### src/rtl/lut_pkg.sv
// Shared types and helpers for the run-time programmable truth-table evaluator.
// Table bit order follows the hex-name convention: the MSB holds the output for index 0.
package lut_pkg;

    localparam int MAX_N_IN  = 6;
    localparam int MAX_TBL_W = 64;

    typedef logic [1:0] lut_state_t;

    localparam lut_state_t ST_RUN   = 2'd0;
    localparam lut_state_t ST_LOAD  = 2'd1;
    localparam lut_state_t ST_DRAIN = 2'd2;

    // Index 0 lives at bit tbl_w-1, so the lookup position is mirrored.
    function automatic logic tbl_bit(input logic [MAX_TBL_W-1:0] tbl,
                                     input logic [MAX_N_IN-1:0]  idx,
                                     input int unsigned          tbl_w);
        logic [MAX_N_IN-1:0] pos;
        pos = MAX_N_IN'(tbl_w - 32'd1) - idx;
        return tbl[pos];
    endfunction

endpackage

### src/rtl/lut_eval_pipe_if.sv
// Evaluation and configuration handshake bundle for lut_eval_pipe.
// master drives vectors and table bits, slave is the evaluator.
interface lut_eval_pipe_if #(
    parameter int N_IN = 3
) ();

    logic            in_valid;
    logic            in_ready;
    logic [N_IN-1:0] in_vec;
    logic            out_valid;
    logic            out_ready;
    logic            out_bit;
    logic [N_IN-1:0] out_idx;
    logic            cfg_start;
    logic            cfg_valid;
    logic            cfg_bit;
    logic            cfg_busy;
    logic            cfg_done;

    modport master (
        output in_valid, in_vec, out_ready, cfg_start, cfg_valid, cfg_bit,
        input  in_ready, out_valid, out_bit, out_idx, cfg_busy, cfg_done
    );

    modport slave (
        input  in_valid, in_vec, out_ready, cfg_start, cfg_valid, cfg_bit,
        output in_ready, out_valid, out_bit, out_idx, cfg_busy, cfg_done
    );

endinterface

### src/rtl/lut_cfg_shift.sv
// Shadow shift register and bit counter for serial truth-table loads.
// full is raised once TBL_W bits have been shifted in; further bits are ignored.
module lut_cfg_shift import lut_pkg::*; #(
    parameter int TBL_W = 8,
    parameter int CNT_W = $clog2(TBL_W + 1)
) (
    input  logic             clk,
    input  logic             rst,
    input  logic             clear,
    input  logic             shift_en,
    input  logic             bit_in,
    output logic [TBL_W-1:0] shadow,
    output logic             full
);

    logic [TBL_W-1:0] shadow_q, shadow_d;
    logic [CNT_W-1:0] cnt_q, cnt_d;

    assign full   = (cnt_q == CNT_W'(TBL_W));
    assign shadow = shadow_q;

    // A restart only rewinds the counter; stale shadow bits get overwritten.
    always_comb begin
        shadow_d = shadow_q;
        cnt_d    = cnt_q;
        if (clear) begin
            cnt_d = '0;
        end else if (shift_en && !full) begin
            shadow_d = {shadow_q[TBL_W-2:0], bit_in};
            cnt_d    = cnt_q + CNT_W'(1);
        end else begin
            cnt_d = cnt_q;
        end
    end

    // Shadow and counter state.
    always_ff @(posedge clk) begin
        if (rst) begin
            shadow_q <= '0;
            cnt_q    <= '0;
        end else begin
            shadow_q <= shadow_d;
            cnt_q    <= cnt_d;
        end
    end

endmodule

### src/rtl/lut_eval_pipe.sv
// Registered N_IN-input truth-table evaluator with valid/ready flow control
// and a serial port for swapping the table at run time.
module lut_eval_pipe import lut_pkg::*; #(
    parameter int               N_IN  = 3,
    parameter int               TBL_W = 2**N_IN,
    parameter logic [TBL_W-1:0] INIT  = 8'hCA
) (
    input  logic           clk,
    input  logic           rst,
    lut_eval_pipe_if.slave bus
);

    localparam int CNT_W = $clog2(TBL_W + 1);

    lut_state_t       state_q, state_d;
    logic [TBL_W-1:0] table_q, table_d;
    logic             out_valid_q, out_valid_d;
    logic             out_bit_q, out_bit_d;
    logic [N_IN-1:0]  out_idx_q, out_idx_d;
    logic             cfg_busy_q, cfg_busy_d;
    logic             cfg_done_q, cfg_done_d;

    logic             in_ready_s;
    logic             accept_s;
    logic             cfg_clear_s;
    logic             cfg_shift_s;
    logic             cfg_full_s;
    logic             drain_ok_s;
    logic [TBL_W-1:0] shadow_s;

    // The cycle carrying cfg_done still refuses input so the new table is settled first.
    assign in_ready_s  = !rst && (state_q == ST_RUN) && !cfg_done_q &&
                         (!out_valid_q || bus.out_ready);
    assign accept_s    = bus.in_valid && in_ready_s;
    assign cfg_clear_s = bus.cfg_start && ((state_q == ST_RUN) || (state_q == ST_LOAD));
    assign cfg_shift_s = (state_q == ST_LOAD) && bus.cfg_valid && !bus.cfg_start;
    assign drain_ok_s  = !out_valid_q || bus.out_ready;

    lut_cfg_shift #(
        .TBL_W (TBL_W),
        .CNT_W (CNT_W)
    ) u_cfg_shift (
        .clk      (clk),
        .rst      (rst),
        .clear    (cfg_clear_s),
        .shift_en (cfg_shift_s),
        .bit_in   (bus.cfg_bit),
        .shadow   (shadow_s),
        .full     (cfg_full_s)
    );

    // Load sequencing: commit only once the output register has emptied.
    always_comb begin
        state_d    = state_q;
        table_d    = table_q;
        cfg_busy_d = cfg_busy_q;
        cfg_done_d = 1'b0;
        case (state_q)
            ST_RUN: begin
                if (bus.cfg_start) begin
                    state_d    = ST_LOAD;
                    cfg_busy_d = 1'b1;
                end else begin
                    state_d = ST_RUN;
                end
            end
            ST_LOAD: begin
                if (bus.cfg_start) begin
                    state_d = ST_LOAD;
                end else if (cfg_full_s) begin
                    state_d = ST_DRAIN;
                end else begin
                    state_d = ST_LOAD;
                end
            end
            ST_DRAIN: begin
                if (drain_ok_s) begin
                    table_d    = shadow_s;
                    cfg_done_d = 1'b1;
                    cfg_busy_d = 1'b0;
                    state_d    = ST_RUN;
                end else begin
                    state_d = ST_DRAIN;
                end
            end
            default: begin
                state_d    = ST_RUN;
                cfg_busy_d = 1'b0;
            end
        endcase
    end

    // Output register: load on accept, clear on pop, hold under backpressure.
    always_comb begin
        out_valid_d = out_valid_q;
        out_bit_d   = out_bit_q;
        out_idx_d   = out_idx_q;
        if (accept_s) begin
            out_valid_d = 1'b1;
            out_bit_d   = tbl_bit(MAX_TBL_W'(table_q), MAX_N_IN'(bus.in_vec), TBL_W);
            out_idx_d   = bus.in_vec;
        end else if (bus.out_ready) begin
            out_valid_d = 1'b0;
        end else begin
            out_valid_d = out_valid_q;
        end
    end

    // State, table and output flops.
    always_ff @(posedge clk) begin
        if (rst) begin
            state_q     <= ST_RUN;
            table_q     <= INIT;
            out_valid_q <= 1'b0;
            out_bit_q   <= 1'b0;
            out_idx_q   <= '0;
            cfg_busy_q  <= 1'b0;
            cfg_done_q  <= 1'b0;
        end else begin
            state_q     <= state_d;
            table_q     <= table_d;
            out_valid_q <= out_valid_d;
            out_bit_q   <= out_bit_d;
            out_idx_q   <= out_idx_d;
            cfg_busy_q  <= cfg_busy_d;
            cfg_done_q  <= cfg_done_d;
        end
    end

    assign bus.in_ready  = in_ready_s;
    assign bus.out_valid = out_valid_q;
    assign bus.out_bit   = out_bit_q;
    assign bus.out_idx   = out_idx_q;
    assign bus.cfg_busy  = cfg_busy_q;
    assign bus.cfg_done  = cfg_done_q;

endmodule

### src/flat_wrapper.sv
// flat-port wrapper written by rule: the top's interface ports become plain ports
module lut_eval_pipe_flat import lut_pkg::*;
#(
    parameter int               N_IN  = 3,
    parameter int               TBL_W = 2**N_IN,
    parameter logic [TBL_W-1:0] INIT  = 8'hCA
)
  (clk, rst, bus_in_valid, bus_in_vec, bus_out_ready, bus_cfg_start, bus_cfg_valid, bus_cfg_bit, bus_in_ready, bus_out_valid, bus_out_bit, bus_out_idx, bus_cfg_busy, bus_cfg_done);
  lut_eval_pipe_if #(.N_IN(N_IN)) bus_i ();
  input  logic clk;
  input  logic rst;
  input wire logic [$bits(bus_i.in_valid)-1:0] bus_in_valid;
  input wire logic [$bits(bus_i.in_vec)-1:0] bus_in_vec;
  input wire logic [$bits(bus_i.out_ready)-1:0] bus_out_ready;
  input wire logic [$bits(bus_i.cfg_start)-1:0] bus_cfg_start;
  input wire logic [$bits(bus_i.cfg_valid)-1:0] bus_cfg_valid;
  input wire logic [$bits(bus_i.cfg_bit)-1:0] bus_cfg_bit;
  output wire logic [$bits(bus_i.in_ready)-1:0] bus_in_ready;
  output wire logic [$bits(bus_i.out_valid)-1:0] bus_out_valid;
  output wire logic [$bits(bus_i.out_bit)-1:0] bus_out_bit;
  output wire logic [$bits(bus_i.out_idx)-1:0] bus_out_idx;
  output wire logic [$bits(bus_i.cfg_busy)-1:0] bus_cfg_busy;
  output wire logic [$bits(bus_i.cfg_done)-1:0] bus_cfg_done;
  assign bus_i.in_valid = bus_in_valid;
  assign bus_i.in_vec = bus_in_vec;
  assign bus_i.out_ready = bus_out_ready;
  assign bus_i.cfg_start = bus_cfg_start;
  assign bus_i.cfg_valid = bus_cfg_valid;
  assign bus_i.cfg_bit = bus_cfg_bit;
  assign bus_in_ready = bus_i.in_ready;
  assign bus_out_valid = bus_i.out_valid;
  assign bus_out_bit = bus_i.out_bit;
  assign bus_out_idx = bus_i.out_idx;
  assign bus_cfg_busy = bus_i.cfg_busy;
  assign bus_cfg_done = bus_i.cfg_done;
  lut_eval_pipe #(.N_IN(N_IN), .TBL_W(TBL_W), .INIT(INIT)) u_core (.clk(clk), .rst(rst), .bus(bus_i));
endmodule
### config.mk
export PLATFORM = sky130hd
export DESIGN_NAME = lut_eval_pipe_flat
export DESIGN_NICKNAME = d
export VERILOG_FILES = /design/src/rtl/lut_pkg.sv /design/src/rtl/lut_eval_pipe_if.sv /design/src/rtl/lut_cfg_shift.sv /design/src/rtl/lut_eval_pipe.sv /design/src/flat_wrapper.sv
export SDC_FILE = /design/constraint.sdc
export NUM_CORES = 1
export LEC_CHECK = 0
export BUFFER_PORTS_ARGS = -buffer_cell sky130_fd_sc_hd__buf_2
export CAP_MARGIN = 20
export CORE_ASPECT_RATIO = 1.2
export CORE_MARGIN = 2
export CORE_UTILIZATION = 40
export CTS_BUF_LIST = sky130_fd_sc_hd__clkbuf_16
export CTS_CLUSTER_DIAMETER = 30
export CTS_CLUSTER_SIZE = 25
export DETAILED_ROUTE_END_ITERATION = 12
export SYNTH_ARGS = -nofsm -noshare
export SYNTH_HDL_FRONTEND = slang
export SYNTH_SLANG_ARGS = --single-unit
### constraint.sdc
create_clock -name clk -period 1.55 [get_ports clk]
set_input_delay 0.2325 -clock clk [delete_from_list [all_inputs] [get_ports clk]]
set_output_delay 0.2325 -clock clk [all_outputs]
set_load 0.02 [all_outputs]
== Word level (Yosys, flattened, before mapping) ==
Cells that the tools add are included.
Word-level totals
  flip-flop bits (word level): 29
  input bits: 10
  output and inout port bits: 8
  logic and storage cells: 55
Cells by class
  $add $sub $neg: 2
  order comparisons: 1
  equality and inequality tests: 5
  muxes and demuxes: 13
  bitwise operators: 3
  reduce and logical (&&, ||, !) cells: 22
Operators by type and width (number)
  logical AND 1 bit: 8
  less-than comparator 6 x 7 -> 1 bit (second input constant): 1
  2-to-1 mux 1 bit: 7
  binary-select mux 1 bit (select 6 bit): 1
  2-to-1 mux 2 bit: 3
  one-hot mux 2 bit (3 select lines): 1
  zero test 1 bit: 5
  adder 4 x 1 -> 4 bit (second input constant): 1
  equality test 4 bit (second input constant): 1
  AND reduction 2 bit: 2
  OR reduction 2 bit: 2
  subtractor 3 x 3 -> 4 bit (first input constant): 1
  inverter 1 bit: 3
  one-hot mux 1 bit (3 select lines): 1
  AND reduction 3 bit: 1
  equality test 2 x 1 -> 1 bit (second input constant): 1
  equality test 2 bit (second input constant): 1
  zero test 2 bit: 1
  logical OR 1 bit: 2
  != test 2 x 1 -> 1 bit (second input constant): 1
  != test 2 bit (second input constant): 1
  nonzero test 2 bit: 1

== Longest topological paths before layout ==
  depth after elaboration: 6
  gate-level depth with buffers: 6
  gate-level depth less buffers: 5

== Hierarchy ==
A second synthesis with hierarchy kept.
Second synthesis, totals
  cells, all modules: 132
  area, all modules: 1312.5 µm²
By module, submodules not included
  lut_eval_pipe: times used 1, cells each 81, area each 777.0 µm², sequential area each 340.3 µm²
  lut_cfg_shift: times used 1, cells each 51, area each 535.5 µm², sequential area each 240.2 µm²

== Least setup slack after synthesis ==
No wires, ideal clock.
  kind: register to output
  start point: reg u_core.state_q[0]
  end point: out bus_in_ready
  arrival time: 1.554 ns
  data required time: 1.317 ns
  path slack: -0.236 ns
  cell stages (with the launch flop): 6
  path buffers: 2
  cells stage by stage: dfxtp_1 buf_2 clkinv_1 clkbuf_1 nand2_1 nor4_1
Between the ends
  longest elaborated chain between the ends: 4
Ends and longest elaborated chain
  from (decl): RTL line lut_eval_pipe.sv:15  | lut_state_t state_q, state_d;
  from (signal assigned): RTL line lut_eval_pipe.sv:120  | state_q <= state_d;
  zero test 2 bit: RTL line lut_eval_pipe.sv:32  | assign in_ready_s = !rst && (state_q == ST_RUN) && !cfg_done_q &&
  logical AND 1 bit (3 in a row): RTL line lut_eval_pipe.sv:32
  to (decl): RTL line flat_wrapper.sv:18  | output wire logic [$bits(bus_i.in_ready)-1:0] bus_in_ready;
No other way between the ends.

== Final worst setup path ==
  start point: reg u_core.state_q[1]
  end point: out bus_in_ready
Same word-level chain as after synthesis.

==> qor.txt <==
status = complete, no violations
commonest cells after routing, fill and taps aside = 29 x sky130_fd_sc_hd__dfxtp_1, 20 x sky130_fd_sc_hd__a21oi_1, 18 x sky130_fd_sc_hd__nand4_1, 17 x sky130_fd_sc_hd__o31ai_1
highest clock frequency the design can meet = 678 MHz
RSZ-0062 raised after global routing = no
area share of the largest cell type after synthesis = 42.7%
mean area per synthesized cell = 8.95 sq um
setup-violating endpoint count in the final report = 0
type of the most critical hold path = in2reg
area grow syn2layout = 24.9%
detailed-routing iteration count for the pre-antenna-repair pass = 4
setup fix buffers added after clock tree synthesis = 0
top post-synthesis cells by area = sky130_fd_sc_hd__dfxtp_1 43%, sky130_fd_sc_hd__o31ai_1 9.4%, sky130_fd_sc_hd__nand4_1 8.3%, sky130_fd_sc_hd__a21oi_1 7.4%, sky130_fd_sc_hd__clkbuf_1 3.3%
Clock Root Buffer = sky130_fd_sc_hd__clkbuf_16
proportion of layout cells with a drive suffix above 1 = 25.0%
number of sinks driven by the clock tree = 29
number of DRC markers in iteration 0 = 50
number of pins exceeding their max-slew limit in the final report = 0
cell area after synthesis = 1360 sq um
clock buffer count from CTS = 5
core region area = 3310 sq um
number of nets still failing antenna checks after routing = 0
primary flip-flop cell chosen by synthesis mapping = sky130_fd_sc_hd__dfxtp_1
later-pin clock latency in the skew report = 270 ps
logic depth of the worst register-to-register path = 5
total congestion overflow = 0
drt wl/cell = 16.6 um
post-layout minimum cycle time = 1470 ps
critical path launch point type = flip-flop
setup_tns = 0 ps
Post-Syn Nets = 164
worst path arrival time = 1240 ps
ordered cell list for the critical path = buf_4 -> nor4_4 -> buf_4
overall track demand over capacity in global routing = 20.7%
required time of the worst setup path = 1320 ps
post-synthesis sequential area ratio = 42.7%
input/output buffers = 17
transition time at the pin with the least slew margin = 373 ps
peak per-stage delay on the critical path = 330 ps
dpl hpwl = 2.45 mm
most frequent standard cell in the layout excluding fill and tap cells = sky130_fd_sc_hd__dfxtp_1
Hold Path Depth = 3
pin count of the biggest net entering global routing = 27
ANT cells = 0
clock tree from TritonCTS = built
clock skew = 2.68 ps
library cell contributing the largest single delay on the critical path = sky130_fd_sc_hd__dfxtp_1
Final GP Congestion = 0.786
buffers from clock root to sink, at most = 2
synthesis-stage register bit count = 29
total number of vias = 1320
total number of yosys warnings = 0
vias in the first global route = 1340
initial core utilization = 41.1%
Die X = 57.2 um
Total Nets Final = 187
Unique masters post-synth = 33
Cell Pwr Density = 1080 nW/um^2
I/O pin count = 18
dominant cell type by count on the critical path = sky130_fd_sc_hd__buf_4
number of H-tree levels = 2
capturing element type of the critical path = output pin
row count = 23
Hold Vio Cnt, Final = 0
Yosys top cell by area = sky130_fd_sc_hd__dfxtp_1
# Max-Cap Violations = 0
number of antenna violations at the first check in global routing = 0
reported leakage power = 0.633 nW
async set-reset flop share out of synthesis = 0%
die boundary height = 67.9 um
CP max FO = 11
total power of the final layout = 1.83 mW
Max-slew headroom = 75.1%
vias per cell = 6.20
final WL = 3.53 mm
Worst IR Drop VDD = 0.963 mV
fin crit share = 95.1%
Remaining DRCs = 0
die area = 3880 sq um
synthesized instance count = 152
first-pass GRT wire length = 6.13 mm
EDFF count, synth = 0
WS Path Type = reg2out
clock transition at the registers of the reported paths = 50 ps
## power by group
| part | total (mW) | leakage (nW) | switching, mW | internal [mW] |
|---|---|---|---|---|
| Clock | 0.903 | 0.0748 | 0.322 | 0.580 |
| Sequential | 0.765 | 0.235 | 0.00598 | 0.759 |
| Combinational | 0.164 | 0.324 | 0.104 | 0.0600 |
| Total | 1.83 | 0.633 | 0.433 | 1.40 |
## final cells by class
cell class	instances	area [sq um]
clock inverters	3	13.8
fillers	313	1610
well taps	37	46.3
clock buffers	5	125
flip-flops and latches	29	581
multi-input cells	102	714
inverters	5	18.8
repair buffers	32	200
## per-layer routing
| layer | part of all wire [%] | track usage (%) | vias to the layer above |
|---|---|---|---|
| met1 | 42 | 22.5 | 629 |
| met2 | 51 | 37.5 | 43 |
| met4 | 2.0 | 9.01 | 0 |
| met5 | 0 | 0 | - |
| met3 | 4.6 | 6.24 | 9 |
| li1 | - | - | 639 |
## state kept, by name (all words and copies together), names as in the netlist
signal                     flops
u_core.table_q                 8
u_core.u_cfg_shift.shadow      8
u_core.u_cfg_shift.cnt_q       4
u_core.bus.out_idx             3
u_core.state_q                 2
u_core.bus.cfg_busy            1
u_core.bus.cfg_done            1
u_core.bus.out_bit             1
u_core.bus.out_valid           1
## timing repair
action / 4_1_cts / 5_1_grt
resized for setup: 0 / 3
setup endpoints to repair: 0 / 3
hold buffers: 0 / 0
## cell families (layout without fill, tap and decap cells)
group / Yosys count / after routing / share of synthesized area (%)
AO/OA/AOI/OAI: 51 / 51 / 23.3
AND/OR/NAND/NOR: 45 / 45 / 21.0
flip-flops: 29 / 29 / 42.7
buffers and inverters: 21 / 45 / 6.44
multiplexers: 4 / 4 / 4.78
adder cells (fa/ha/maj): 2 / 2 / 1.84
## metrics by stage
stage / utilization (%) / std cells / hold slack, ps / area, sq um / setup slack [ps]
after global placement: 46.8 / 205 / 456 / 1550 / 133
after global routing: 51.3 / 213 / 233 / 1700 / 0.937
after detailed placement: 46.8 / 205 / 463 / 1550 / 57.6
final: 51.3 / 213 / 222 / 1700 / 75.5
after CTS: 51.0 / 213 / 221 / 1690 / 56.7
after floorplan: - / 152 / 383 / 1380 / 70.8
## Yosys cell counts, types with 2 or more instances
cell                       count
sky130_fd_sc_hd__dfxtp_1      29
sky130_fd_sc_hd__a21oi_1      20
sky130_fd_sc_hd__nand4_1      18
sky130_fd_sc_hd__o31ai_1      17
sky130_fd_sc_hd__clkbuf_1     12
sky130_fd_sc_hd__a31oi_1       5
sky130_fd_sc_hd__nor4_1        5
sky130_fd_sc_hd__o21ai_0       5
sky130_fd_sc_hd__inv_1         4
sky130_fd_sc_hd__nand3_1       3
sky130_fd_sc_hd__nor3_1        3
sky130_fd_sc_hd__nor3b_1       3
sky130_fd_sc_hd__buf_1         2
sky130_fd_sc_hd__ha_1          2
sky130_fd_sc_hd__mux2i_1       2
sky130_fd_sc_hd__mux4_2        2
sky130_fd_sc_hd__nand2_1       2
sky130_fd_sc_hd__nand2b_1      2
sky130_fd_sc_hd__nand3b_1      2
## worst max-delay path: cells and delay by family (launching register included)
kind	cells	cell delay, ps
simple gates	1	270
flops	1	330
buf+inv	2	370
## final timing paths
path | from | to | slack, ps
max | u_core.state_q[1] | bus_in_ready | 80
min | bus_cfg_bit | u_core.u_cfg_shift.shadow[0] | 220
max reg2reg | u_core.u_cfg_shift.cnt_q[0] | u_core.u_cfg_shift.cnt_q[3] | 90
min reg2reg | u_core.table_q[0] | u_core.table_q[0] | 470
No activity file was read; power rests on OpenSTA's default activity.
